[src/rtl/wide_inv_pkg.sv]
// -----------------------------------------------------------------------------
// wide_inv_pkg
// Shared definitions for the wide inverting-register pattern checker: the data
// width, the pattern table, the checker state encoding, and index constants.
// -----------------------------------------------------------------------------
package wide_inv_pkg;

  localparam int WIDTH   = 32;
  localparam int NUM_PAT = 11;

  typedef logic [WIDTH-1:0] word_t;
  typedef logic [3:0]       idx_t;

  // Marks "no mismatch seen yet" in first_err_idx.
  localparam idx_t IDX_NONE = 4'hF;
  localparam idx_t LAST_IDX = idx_t'(NUM_PAT - 1);

  typedef enum logic [1:0] {
    ST_IDLE,
    ST_RUN,
    ST_DRAIN,
    ST_DONE
  } state_t;

  // Stimulus words in issue order. The device under check must return the
  // bitwise inverse of each one.
  localparam word_t PAT [NUM_PAT] = '{
    32'h0000_0000,
    32'hFFFF_FFFF,
    32'hFFFF_0000,
    32'h0000_FFFF,
    32'h5555_5555,
    32'hAAAA_AAAA,
    32'h1111_1111,
    32'h2222_2222,
    32'h4444_4444,
    32'h8888_8888,
    32'h0000_0000
  };

endpackage

[src/rtl/wide_inv_pat_rom.sv]
// -----------------------------------------------------------------------------
// wide_inv_pat_rom
// Combinational pattern table lookup.
//   idx  : 4-bit vector index
//   word : pattern word; indices past the end of the table return zero
// -----------------------------------------------------------------------------
module wide_inv_pat_rom
  import wide_inv_pkg::*;
(
  input  idx_t  idx,
  output word_t word
);

  // NOTE: every output of a combinational block gets a default first, so no
  // path through the block leaves it unassigned and no latch is inferred.
  always_comb begin
    word = '0;
    if (idx <= LAST_IDX) begin
      word = PAT[idx];
    end
  end

endmodule

[config.mk]
export PLATFORM = sky130hd
export DESIGN_NAME = wide_inv_pat_rom
export DESIGN_NICKNAME = d
export VERILOG_FILES = /design/src/rtl/wide_inv_pkg.sv /design/src/rtl/wide_inv_pat_rom.sv
export SDC_FILE = /design/constraint.sdc
export NUM_CORES = 1
export LEC_CHECK = 0
export ABC_AREA = 0
export BUFFER_PORTS_ARGS = -buffer_cell sky130_fd_sc_hd__buf_2
export CELL_PAD_IN_SITES_DETAIL_PLACEMENT = 1
export CELL_PAD_IN_SITES_GLOBAL_PLACEMENT = 1
export CORE_MARGIN = 2
export CORE_UTILIZATION = 24
export DETAILED_ROUTE_END_ITERATION = 8
export PLACE_DENSITY_LB_ADDON = 0.1
export SETUP_SLACK_MARGIN = 0.15
export SLEW_MARGIN = 10
export SYNTH_ARGS = -nofsm -noshare
export SYNTH_HDL_FRONTEND = slang
export SYNTH_SLANG_ARGS = --single-unit
[constraint.sdc]
create_clock -name vclk -period 0.8
set_input_delay 0 -clock vclk [all_inputs]
set_output_delay 0 -clock vclk [all_outputs]
set_load 0.05 [all_outputs]
==> run_results.csv, run 1 <==
group,metric,value,unit
status,outcome,"complete, but fails checks",
status,violated_checks,"setup timing",
pwr,power.static_leakage,0.356,nW
critical_path,crit_chain,"buf_8, inv_6, ha_4, nand2b_4, o211ai_1, buf_4, buf_6",
sta,finalMaxSlewViolations,0,
synthesis,syn-cell-area,362,um^2
final_layout,layout-drive-gt1-share,83.8,%
critical_path,critPathKind,"input pin to primary output",
floorplan,io_pins,36,
run,drv.max_cap_violation_count,0,
floorplan,initial_core_util,24.9,%
detailed_routing,wl_per_cell,11.3,um
synthesis,post_synthesis_share_of_cell_area_spent_on_and_or_nand_and_nor_gates,24.9,%
synthesis,postSynthCellCount,50,
clock_network,cts.hold.buffers_added,0,
synthesis,yosys.area_share.adder,10.4,%
global_routing,first_global_vias,345,
critical_path,crit_path_top_delay_cell,"ha_4",
final_layout,final_nets,77,
final_layout,regArea,0,um^2
synthesis,unique_cell_type_count_in_the_yosys_netlist,14,
global_routing,groute.usage.overall,9.83,%
place,preCtsSetupSlack,-347,ps
sta,setup_slack,-170,ps
critical_path,worstPathArrival,970,ps
detailed_routing,vias_per_cell,4.38,
global_routing,antenna_found_initial,0,
final_layout,most-common-layout-cells,"buf_6, buf_8, buf_4, nand2_1",
synthesis,synth_seq_area_share,0,%
detailed_routing,drc,0,
sta,grt_setup_unrepaired,"true",
detailed_routing,drt_first_pass_iters,2,
sta,setup_viol,24,
synthesis,ys_warn_count,0,
min_path,holdCritPathClass,"input pin to primary output",
floorplan,num_rows,14,
global_routing,grt_remaining_overflow,0,
critical_path,cp_data_required_time,800,ps
final_layout,synthToLayoutAreaGrowth,113,%
floorplan,die_h,42.8,um
pwr,power.ir.vdd_worst,0.566,mV
synthesis,dominant_combinational_cell_family_by_area_after_synthesis,"buffers and inverters",
synthesis,mapped_nets,57,
critical_path,worstPathMaxFanout,4,
final_layout,mostFrequentLayoutCell,"buf_6",
sta,fmax,1030,MHz
sta,fin_worst_hold_slack,475,ps
sta,timing_hold_violations_final,0,
final_layout,flops_and_latches,0,
synthesis,synthXorXnorAreaFrac,0,%
global_routing,grt_pass1_wl,1470,um
place,i_o_buffers,36,
final_layout,clkbuf_count,0,
synthesis,post_synth_mux_area_share,0,%
detailed_routing,detailroute.via_count,368,
sta,final_period_minus_worst_setup_slack,970,ps
sta,final.period_utilization,121,%
floorplan,core,1450,um^2
place,gpl.final_weighted_congestion,0.655,
detailed_routing,wl,947,um
sta,worst-slew-pin-transition,264,ps
floorplan,die_outline_area,1830,um^2
floorplan,overall_die_width,42.8,um
detailed_routing,drt_antenna_net_count,0,
critical_path,critical-path-max-stage-delay,260,ps
place,dpl.hpwl,703,um
synthesis,synth-compound-area-share,9.69,%
critical_path,startpoint_type,"input pin",
detailed_routing,initialDrtViolationCount,1,
critical_path,critical_path.endpoint_type,"primary output",
synthesis,synthesis.area_per_instance,7.23,um^2
pwr,power-per-cell-area,1210,nW/um^2
final_layout,antennaDiodeCount,0,
global_routing,maximum_number_of_pins_on_one_net_before_global_route_repair,9,
sta,relSlewSlack,82.4,%
-- what timing repair did --
action,4_1_cts,5_1_grt
buffers inserted,1,1
pin swaps,7,6
endpoints found under the setup margin,32,32
gates resized for setup,56,40
-- area by class of cell --
type	count	area [um^2]
inverter	2	25.0
multi-input combinational	23	239
fill	156	683
tap	16	20.0
timing repair buffer	43	487
-- cells by family after synthesis --
family,count (synthesis)
AOI/OAI and AO/OA,6
adders and majority gates,3
buffers and inverters,27
and+or+nand+nor,14
-- cell usage after synthesis (all sizes together) --
cell type | number | share of area [%]
inv | 2 | 2.1
nor3b | 1 | 2.1
buf | 25 | 53
ha | 3 | 10
nand2 | 5 | 5.2
nand2b | 3 | 5.9
nor2 | 1 | 1.0
nand3b | 1 | 2.1
nand4b | 2 | 4.8
a21oi | 4 | 5.5
o211ai | 2 | 4.2
nor2b | 1 | 3.8
-- worst paths after layout --
check	from	endpoint	slack (ps)	cells past startpoint
worst max-delay path	idx[1]	word[22]	-170	7
worst min-delay path	idx[2]	word[25]	480	4
-- metal layers --
metal  part of all wire (%)  wire length (um)  global-route usage [%]  vias to the layer above
li1                       -                 -                       -                      176
met1                     32               299                    10.9                      172
met3                    8.9                84                   0.851                        0
met4                      0                 0                       0                        0
met5                      0                 0                       0                        -
met2                     59               563                    20.6                       20
-- power breakdown --
part           internal (mW)  switching [mW]
registers                  0               0
logic                  0.339           0.592
clock network              0               0
-- critical path, delay by kind of cell --
family / cells / cell delay, ps
buffers and inverters: 4 / 450
adder cells (fa/ha/maj): 1 / 260
AO/OA/AOI/OAI: 1 / 180
AND/OR/NAND/NOR: 1 / 70
-- through the flow --
step	instances	cell area [um^2]	total power [mW]	utilization, %	setup TNS (ps)
finish	84	771	0.931	53.0	-3270
global route	84	771	0.965	53.0	-4670
CTS	83	643	0.832	44.2	-4400
detailed placement	82	458	0.689	31.5	-7620
global placement	82	458	0.688	31.5	-7400
floorplan	50	445	0.685	-	-15740
No activity file was read; power rests on OpenSTA's default activity.
==> run 2, diff against run 1 <==
Settings changed: REMOVE_ABC_BUFFERS set to 1.
==> run 2 against run 1 <==
  * The run still ends with setup timing left
  * Sequential share of layout area is the same
  * Power up 5.9%
  * Hold slack gained 25 ps
  * Wire length grew 40%
  * Cell count rose by 4.8%
  * Global-route usage grew 4.3 points
  * Via count up 8.2%
  * Utilization grew 5.2 points
  * Worst setup slack worse by 96 ps
  * Highest routed layer is now met4
  * Fmax decreased by 9.0%
  * Count of clock-buffer cells in the layout did not move
  * Cell area increased by 9.7%
==> run_results.csv, run 2 (same netlist as run 1, synthesis figures left out) <==
group,metric,value,unit
status,outcome,"complete, but fails checks",
status,violated_checks,"setup timing",
critical_path,cp_data_required_time,800,ps
floorplan,io_pins,36,
global_routing,grt_pass1_wl,2060,um
sta,worst-slew-pin-transition,271,ps
critical_path,critical_path.endpoint_type,"primary output",
detailed_routing,drt_first_pass_iters,3,
detailed_routing,drc,0,
final_layout,multi_input_comb_area,272,um^2
detailed_routing,initialDrtViolationCount,1,
sta,timing_hold_violations_final,0,
clock_network,cts.hold.buffers_added,0,
final_layout,clkbuf_count,0,
critical_path,critPathKind,"input pin to primary output",
global_routing,maximum_number_of_pins_on_one_net_before_global_route_repair,8,
sta,setup-tns-final,-4410,ps
final_layout,final_nets,81,
critical_path,worstPathMaxFanout,4,
final_layout,most-common-layout-cells,"buf_6, buf_8, buf_4",
floorplan,die_h,42.8,um
run,drv.max_cap_violation_count,0,
detailed_routing,wl_per_cell,15.1,um
critical_path,worstPathArrival,1070,ps
global_routing,first_global_vias,414,
pwr,power.static_leakage,0.394,nW
final_layout,finalCoreUtilization,58.2,%
detailed_routing,vias_per_cell,4.52,
pwr,total_power,986,uW
final_layout,flops_and_latches,0,
critical_path,crit_path_top_delay_cell,"buf_4",
final_layout,layout-drive-gt1-share,86.1,%
global_routing,antenna_found_initial,0,
global_routing,groute.usage.overall,14.1,%
sta,grt_setup_unrepaired,"true",
critical_path,startpoint_type,"input pin",
final_layout,synthToLayoutAreaGrowth,134,%
critical_path,crit_chain,"buf_8, buf_6, ha_4, nand2b_4, nand4b_1, o211ai_1, buf_4, buf_8",
floorplan,overall_die_width,42.8,um
min_path,holdCritPathClass,"input pin to primary output",
pwr,power.ir.vdd_worst,0.347,mV
sta,finalMaxSlewViolations,0,
critical_path,critical-path-max-stage-delay,180,ps
detailed_routing,detailroute.via_count,398,
final_layout,fill_cells,150,
sta,fmax,938,MHz
floorplan,num_rows,14,
pwr,power-per-cell-area,1170,nW/um^2
detailed_routing,drt_antenna_net_count,0,
sta,final_period_minus_worst_setup_slack,1070,ps
sta,relSlewSlack,81.9,%
place,gpl.final_weighted_congestion,0.641,
place,dpl.hpwl,748,um
floorplan,initial_core_util,24.9,%
detailed_routing,wl,1330,um
global_routing,grt_remaining_overflow,0,
final_layout,mostFrequentLayoutCell,"buf_6",
floorplan,die_outline_area,1830,um^2
critical_path,timing.critical_path.mode_cell,"buf_8",
place,i_o_buffers,36,
final_layout,regArea,0,um^2
sta,final.period_utilization,133,%
floorplan,core,1450,um^2
sta,setup_viol,24,
final_layout,antennaDiodeCount,0,
sta,setup_slack,-266,ps
[run 2: cell types whose count changed in the layout (fill, tap and decap cells not counted), moves of 2 or more]
cell	before	now
a21oi_4	1	3
buf_4	11	9
a21oi_2	2	0
buf_6	19	27
[run 2: final cells by class]
class / count / area share, %
inverter: 2 / 2.07
tap: 16 / 2.37
multi-input combinational: 23 / 32.1
timing repair buffer: 47 / 63.5
[run 2: through the flow]
| step | instances | setup WS [ps] | hold WS [ps] | cell area, um^2 |
|---|---|---|---|---|
| finish | 88 | -266 | 500 | 846 |
| global route | 88 | -307 | 520 | 846 |
| CTS | 86 | -220 | 483 | 754 |
| detailed placement | 84 | -351 | 557 | 423 |
| global placement | 84 | -333 | 560 | 423 |
| floorplan | 25 | -2480 | 650 | 170 |
[run 2: critical path, delay by kind of cell]
| family | cells | cell delay [ps] |
|---|---|---|
| compound gates | 1 | 120 |
| simple gates | 2 | 260 |
| fa+ha+maj | 1 | 140 |
| buf+inv | 4 | 540 |
[run 2: worst paths after layout]
check,slack (ps),endpoint,start,depth (start not counted)
max,-270,word[23],idx[1],8
min,500,word[28],idx[3],4
[run 2: repair_timing]
action / 4_1_cts / 5_1_grt
pin swaps: 7 / 6
resized for setup: 90 / 19
endpoints found under the setup margin: 32 / 32
buffers inserted: 2 / 2
endpoints found under the hold margin: 0 / 0
[run 2: metal layers]
metal / up-vias / global-route usage, % / wire, um
met4: 0 / 0 / 16
met5: - / 0 / 0
met1: 191 / 15.7 / 428
met3: 2 / 0.426 / 76
met2: 22 / 30.0 / 803
li1: 183 / - / -
[run 2: report_power, final]
group	switching (mW)	internal (mW)
clock network	0	0
registers	0	0
logic	0.618	0.368
total	0.618	0.368
